--- config.mk ---
export PLATFORM = sky130hd
export DESIGN_NAME = lcd_value_formatter
export DESIGN_NICKNAME = d
export VERILOG_FILES = /design/src/rtl/lcd_value_formatter.sv
export SDC_FILE = /design/constraint.sdc
export NUM_CORES = 1
export LEC_CHECK = 0
export ABC_CLOCK_PERIOD_IN_PS = 2240
export CAP_MARGIN = 20
export CORE_MARGIN = 3
export CORE_UTILIZATION = 45
export CTS_BUF_LIST = sky130_fd_sc_hd__clkbuf_4 sky130_fd_sc_hd__clkbuf_8 sky130_fd_sc_hd__clkbuf_16
export CTS_CLUSTER_DIAMETER = 60
export DETAILED_ROUTE_END_ITERATION = 8
export PLACE_DENSITY = 0.78
export SETUP_SLACK_MARGIN = 0.1
export SLEW_MARGIN = 30
export SYNTH_ARGS = -nofsm -noshare
export SYNTH_HDL_FRONTEND = slang
export SYNTH_SLANG_ARGS = --single-unit
--- constraint.sdc ---
create_clock -name clk -period 2.24 [get_ports clk]
set_input_delay 0.448 -clock clk [delete_from_list [all_inputs] [get_ports clk]]
set_output_delay 0.448 -clock clk [all_outputs]
set_load 0.05 [all_outputs]
--- src/rtl/lcd_value_formatter.sv ---
// Builds the 32-char "A=<val>" / "B=<val>" LCD frame from two binary values via double-dabble.
// Latency: 2*VAL_W+2 cycles from accepted start to UpdateLCD, plus one per busy cycle in PUBLISH.
// Backpressure: start honoured only while ready; publish waits while lcd_busy is high.
module lcd_value_formatter #(
   parameter int VAL_W  = 16,
   parameter int DIGITS = 5,
   parameter int LZB    = 1
) (
   input  logic                  clk,
   input  logic                  reset,
   input  logic                  start,
   input  logic [VAL_W-1:0]      value_a,
   input  logic [VAL_W-1:0]      value_b,
   input  logic                  lcd_busy,
   output logic                  ready,
   output logic [31:0][7:0]      ASCII,
   output logic                  UpdateLCD
);

   localparam int BCD_W = 4 * DIGITS;
   localparam int CNT_W = $clog2(VAL_W + 1);

   typedef enum logic [1:0] {
      S_IDLE,
      S_CONV_A,
      S_CONV_B,
      S_PUBLISH
   } state_t;

   state_t               r_state;
   state_t               w_state_nxt;
   logic [BCD_W-1:0]     r_bcd;
   logic [BCD_W-1:0]     r_dig_a;
   logic [BCD_W-1:0]     r_dig_b;
   logic [BCD_W-1:0]     w_bcd_adj;
   logic [BCD_W-1:0]     w_bcd_nxt;
   logic [VAL_W-1:0]     r_shift;
   logic [VAL_W-1:0]     r_val_b;
   logic [CNT_W-1:0]     r_cnt;
   logic                 w_last;
   logic [31:0][7:0]     r_ascii;
   logic [31:0][7:0]     w_frame;
   logic                 r_update;
   logic [3:0]           w_nib_a;
   logic [3:0]           w_nib_b;
   logic                 w_seen_a;
   logic                 w_seen_b;

   assign ready     = (r_state == S_IDLE);
   assign ASCII     = r_ascii;
   assign UpdateLCD = r_update;
   assign w_last    = (r_cnt == CNT_W'(VAL_W - 1));

   // Double-dabble correction: every nibble >= 5 gets +3 before the shift.
   always_comb begin
      w_bcd_adj = r_bcd;
      for (int n = 0; n < DIGITS; n++) begin
         if (r_bcd[4*n +: 4] >= 4'd5) begin
            w_bcd_adj[4*n +: 4] = r_bcd[4*n +: 4] + 4'd3;
         end
      end
      w_bcd_nxt = {w_bcd_adj[BCD_W-2:0], r_shift[VAL_W-1]};
   end

   // State register.
   always_ff @(posedge clk) begin
      if (reset) begin
         r_state <= S_IDLE;
      end else begin
         r_state <= w_state_nxt;
      end
   end

   // Next-state logic: two conversions of VAL_W steps each, then wait for the LCD.
   always_comb begin
      w_state_nxt = r_state;
      case (r_state)
         S_IDLE:    if (start)     w_state_nxt = S_CONV_A;
         S_CONV_A:  if (w_last)    w_state_nxt = S_CONV_B;
         S_CONV_B:  if (w_last)    w_state_nxt = S_PUBLISH;
         S_PUBLISH: if (!lcd_busy) w_state_nxt = S_IDLE;
         default:                  w_state_nxt = S_IDLE;
      endcase
   end

   // Datapath: value capture, per-cycle BCD iteration, digit holding and frame publish.
   always_ff @(posedge clk) begin
      if (reset) begin
         r_bcd    <= '0;
         r_dig_a  <= '0;
         r_dig_b  <= '0;
         r_shift  <= '0;
         r_val_b  <= '0;
         r_cnt    <= '0;
         r_ascii  <= {32{8'h20}};
         r_update <= 1'b0;
      end else begin
         r_update <= 1'b0;
         case (r_state)
            S_IDLE: begin
               if (start) begin
                  r_shift <= value_a;
                  r_val_b <= value_b;
                  r_bcd   <= '0;
                  r_cnt   <= '0;
               end
            end
            S_CONV_A: begin
               if (w_last) begin
                  // B is reloaded here so CONV_B starts from a clean BCD register.
                  r_dig_a <= w_bcd_nxt;
                  r_bcd   <= '0;
                  r_shift <= r_val_b;
                  r_cnt   <= '0;
               end else begin
                  r_bcd   <= w_bcd_nxt;
                  r_shift <= r_shift << 1;
                  r_cnt   <= r_cnt + CNT_W'(1);
               end
            end
            S_CONV_B: begin
               if (w_last) begin
                  r_dig_b <= w_bcd_nxt;
                  r_bcd   <= '0;
                  r_cnt   <= '0;
               end else begin
                  r_bcd   <= w_bcd_nxt;
                  r_shift <= r_shift << 1;
                  r_cnt   <= r_cnt + CNT_W'(1);
               end
            end
            S_PUBLISH: begin
               if (!lcd_busy) begin
                  r_ascii  <= w_frame;
                  r_update <= 1'b1;
               end
            end
            default: ;
         endcase
      end
   end

   // Frame assembly with optional leading-zero blanking; the units digit always shows.
   always_comb begin
      w_frame     = {32{8'h20}};
      w_frame[0]  = 8'h41;
      w_frame[1]  = 8'h3D;
      w_frame[16] = 8'h42;
      w_frame[17] = 8'h3D;
      w_seen_a    = (LZB == 0);
      w_seen_b    = (LZB == 0);
      w_nib_a     = '0;
      w_nib_b     = '0;
      for (int d = 0; d < DIGITS; d++) begin
         w_nib_a = r_dig_a[4*(DIGITS-1-d) +: 4];
         w_nib_b = r_dig_b[4*(DIGITS-1-d) +: 4];
         if (w_nib_a != 4'd0 || d == DIGITS - 1) w_seen_a = 1'b1;
         if (w_nib_b != 4'd0 || d == DIGITS - 1) w_seen_b = 1'b1;
         w_frame[2+d]  = w_seen_a ? {4'h3, w_nib_a} : 8'h20;
         w_frame[18+d] = w_seen_b ? {4'h3, w_nib_b} : 8'h20;
      end
   end

endmodule

Word-level counts from Yosys, hierarchy flattened
Cells that the tools add are included.
- bitwise gates (word level): 2
- multiplexer cells: 37
- add/sub/neg operators: 6
- order comparisons: 5
- eq/ne operators: 9
- reductions and logical operators: 20
- operators with widths (kind ; number):
    $mux 5 ; 10
    $mux 16 ; 3
    $pmux 16 s3 ; 1
    $mux 20 ; 2
    $pmux 20 s2 ; 1
    $reduce_bool 4->1 ; 8
    $ge 4x3->1 const B ; 5
    $add 4x2->4 const B ; 4
    $mux 4 ; 4
    $ne 2x2->1 const B ; 5
    $pmux 5 s2 ; 1
    $reduce_and 2->1 ; 5
    $mux 1 ; 9
    $mux 2 ; 4
    $pmux 2 s4 ; 1
    $add 5x1->5 const B ; 1
    $eq 5x4->1 const B ; 1
    $eq 2x2->1 const B ; 2
    $reduce_and 4->1 ; 1
    $reduce_or 2->1 ; 2
    $add 3x2->3 const B ; 1
    $mux 3 ; 1
    $reduce_and 3->1 ; 1
    $reduce_bool 3->1 ; 1
    4 further kinds ; 5
- output and inout bits: 258
- input bits: 36
- logic and storage cells: 99
- flip-flop bits (word level): 178

Logic depth before layout (Yosys ltp)
- depth after elaboration: 6
- depth in mapped cells: 8
- gate-level depth less buffers: 6

Worst setup path after synthesis
No wires, ideal clock.
- kind: reg2reg
- from: register r_state[0]
- to: register r_bcd[11]
- required time: 2.108 ns
- cell stages (with the launch flop): 9
- library setup time: 0.132 ns
- data arrival time: 1.858 ns
- path buffers: 2
- period minus slack after synthesis: 1.990 ns
- setup slack: 0.250 ns
- cells stage by stage: dfxtp_1 inv_1 ha_1 nand2b_1 and3_1 clkbuf_1 buf_2 a21oi_1 o32ai_1
- elaborated cells on any way between the ends: 8
- classes of those cells: 3 x eq/ne; 1 x mux; 4 x reduce/logical
- RTL lines (what ; RTL line ; text):
    start, declared ; 30 ; state_t r_state;
    start signal, assigned ; 70 ; r_state <= w_state_nxt;
    $logic_not 2->1 * ; -- ;
    named net ready ; 15 ; output logic ready,
    $ne 2x2->1 (no line) / $reduce_bool 2->1 (equally long branches) ; -- ;
    $reduce_and 2->1 (no line) ; -- ;
    end signal, assigned ; 116 ; r_bcd <= w_bcd_nxt;
    end signal, assigned ; 127 ; r_bcd <= w_bcd_nxt;
    end, declared ; 32 ; logic [BCD_W-1:0] r_bcd;
The timed path passes the listed nets; every way through them passes the cells marked *.
A chain may end at the register's enable or synchronous reset.

==> metrics.md <==
| Metric | Value |
|---|---|
| Critical path depth in cells | 1 |
| Worst path cell trace | clkdlybuf4s50_1 |
| Post-synthesis simple-gate area fraction | 16.03% |
| Xor and xnor area share after synthesis | 0.5708% |
| Min-Delay Path Depth | 2 |
| Seq/Total Area, Yosys | 39.14% |
| DRT iter0 DRCs | 482 |
| EDFF count, synth | 0 |
| Final wirelength | about 16000 um |
| Clock buffer depth | 2 |
| Leakage | 3.417 nW |
| Relative slew slack | 61.46% |
| Area Overhead vs Synth | 13.10% |
| Reg-to-reg critical path startpoint | r_cnt[0] |
| H-tree depth | 4 |
| Status | completed |
| Routed vias/inst | approximately 4.8 |
| Flop-to-flop setup slack | between 200 and 300 ps |
| CTS clk-pin slew, worst paths | 60 ps |
| Synth Area in Adders | roughly 2.4% |
| Nets | roughly 1100 |
| Synth area leaders | dfxtp_1 39%, buf_4 20%, nand2_1 8.2% |
| Tcrit/Tclk final | 93.35% |
| Initial antenna violation count | 0 |
| R2R Path End | r_dig_b[8] |
| Drt wl/cell | 13.31 um |
| Post-synthesis async set-or-reset flop share | 0% |
| ANT cells | 0 |
| Setup-failing EPs final | 0 |
| Reg2Reg Depth | 7 |
| Cell variety after synth | 47 |
| Post-Syn Area per Cell | 8.232 um2 |
| Max cap viols | 0 |
| Die Area | 18650 um2 |
| Hold Crit Class | reg -> reg |
| Post-DP HPWL | ~12000 um |
| Minimum clock period | 2091 ps |
| Primary FF master, synth | dfxtp_1 |
| All-Layer GR Usage | 16.71% |
| Top delay family on crit path | buffers and inverters |
| Main combinational cell family by area after synthesis | buffers and inverters |
| Fraction of final layout cells sized beyond drive strength 1 | 8.260% |
| Ys Warns | 0 |
| Crit path buffers/inverters | 1 |
| Core box area | about 17000 um2 |
| Area leader, netlist | dfxtp_1 |
| Antenna-violating nets left | 0 |
| First drt pass iteration count | 6 |
| Arr. time, crit path | 1640 ps |
| #FFs+latches synth | 150 |
| Setup crit end | ASCII[133] |
| I/O Pins | a little under 300 |
| Setup crit end kind | primary output |
| Slew of the pin with the lowest slew margin | 576.6 ps |
| Unrepaired setup endpoints after global routing | no |
| Die span in y | around 140 um |
| Postcts setup bufs | 0 |
| Final WS setup | between 100 and 150 ps |
| Max Clk Rate | roughly 480 MHz |
| PostCTS Resize Cnt | 0 |
| Pwr Density | 1010 nW/um2 |
| CTS Sinks | 150 |
| CTS Root Cell | clkbuf_16 |
| DR vias | 5972 |
| Largest net degree at the start of global routing | about 120 |
| Placer Congestion | 0.8060 |
| Critical path's largest stage delay | about 850 ps |
| Worst-Skew Late Latency | 410 ps |
| Port bufs | 101 |
| Hold_buf cts | 0 |
| Cells after Synth | around 930 |
| CP max stage cell | clkdlybuf4s50_1 |
| Die W | 136.6 um |
| CTS tree | built |
| CP Launch Type | flop |
| Synth Area in Compound Gates | between 10% and 20% |
| Crit-path max FO | 3 |
| Top cell type's share of synthesized area | 39.14% |
| Mux contribution to synthesized area | about 1.5% |
| # rows | 47 |
| Critical Path Start | ASCII[5] |
| Maximum VDD drop | 0.0004659 V |
| Setup Skew | 7.955 ps |
| Placement Setup Slack | 241.5 ps |
| Setup TNS | 0 ps |
| Syn Std Cell Area | around 7700 um2 |
| GRT overflow | 0 |
| Cts bufs inserted | 17 |
| Vias in the first global route | a little over 5000 |
| Fin. Hold Viols | 0 |
| Req. time, crit path | 1790 ps |
| Initial Util | between 40% and 50% |
| Slew Limit Fails | 0 |
| Drt drc | 0 |
| Crit Path Class | reg -> out |
| Global-route wire length before repair | 25430 um |
-- cell families after synthesis --
family          Yosys count
buf+inv                 272
flops                   150
mux                      11
compound gates          188
xor+xnor                  5
simple gates            289
other cells               2
fa+ha+maj                15
-- routing by layer --
layer / part of all wire (%) / global-route usage, %
met5: 0 / 0
met4: 1.6 / 5.375
met2: 48 / 27.35
met1: 43 / 22.56
met3: 6.7 / 2.721
-- report_power, final --
group	internal (mW)	leakage, nW	switching (mW)
Combinational	0.807	1.92	2.06
Sequential	2.86	1.21	0.131
Clock	1.77	0.283	1.14
-- flip-flops by register name, summed over array words and instances (netlist names) --
name	count
r_cnt	5
r_dig_b	20
r_state	2
r_shift	16
ASCII	50
r_dig_a	20
UpdateLCD	1
r_val_b	16
r_bcd	20
-- metrics by stage --
| stage | cells | utilization, % | power (mW) | area (um2) | hold WS, ps |
|---|---|---|---|---|---|
| after global placement | 1206 | 48.50 | 5.848 | 8071 | 435.9 |
| after floorplan | 1122 | - | 5.517 | 8386 | 425.0 |
| final | 1237 | 52.14 | 8.764 | 8677 | 452.7 |
| after global routing | 1237 | 52.14 | 9.153 | 8677 | 476.1 |
| after CTS | 1237 | 52.14 | 8.791 | 8677 | 454.9 |
| after detailed placement | 1206 | 48.50 | 5.896 | 8071 | 446.2 |
-- cells in the mapped netlist (2+ instances only) --
cell	instances
dfxtp_1	150
nand2_1	167
a22oi_1	2
buf_2	9
nor3_1	2
nand2_2	2
nand3_1	17
a21oi_1	76
nor3b_1	10
o41ai_1	15
a221oi_1	9
mux2_2	6
o32ai_1	5
a211oi_1	22
or4_1	2
nor4_1	6
o21ai_0	21
conb_1	2
o22ai_1	20
nor2b_1	2
mux2i_1	5
buf_1	7
xnor2_1	5
a31oi_1	4
and2_1	5
clkbuf_1	29
ha_1	15
a221oi_2	7
o211ai_1	2
nor2_1	64
buf_4	208
nand2b_1	7
inv_1	15
-- final cells by class --
cell class	count	area, um2
multi-input combinational	700	3545
timing repair buffer	120	1189
sequential	150	3003
tap	220	275.3
clock inverter	13	172.7
clock buffer	18	432.9
inverter	16	60.06
fill	1516	7965
-- placed cells by master, fill, tap and decap left out, drive strengths merged, types with 18 or more instances in the layout --
| cell type | instances |
|---|---|
| a211oi | 22 |
| a21oi | 76 |
| nand2 | 169 |
| o21ai | 21 |
| buf | 35 |
| conb | 192 |
| inv | 18 |
| o22ai | 20 |
| dfxtp | 150 |
| nor2 | 64 |
| clkbuf | 18 |
| clkdlybuf4s50 | 85 |
-- how the worst min path moves through the flow --
stage | startpoint | to | slack [ps]
2_1_floorplan | r_bcd[17] | r_bcd[17] | 430
3_3_place_gp | r_bcd[17] | r_bcd[17] | 440
3_5_place_dp | r_dig_b[0] | ASCII[176] | 450
4_1_cts | r_dig_b[0] | ASCII[176] | 450
5_1_grt | ASCII[168] | ASCII[168] | 480
6_report | ASCII[51] | ASCII[51] | 450
Note: power is estimated with default switching activity, not from simulation.
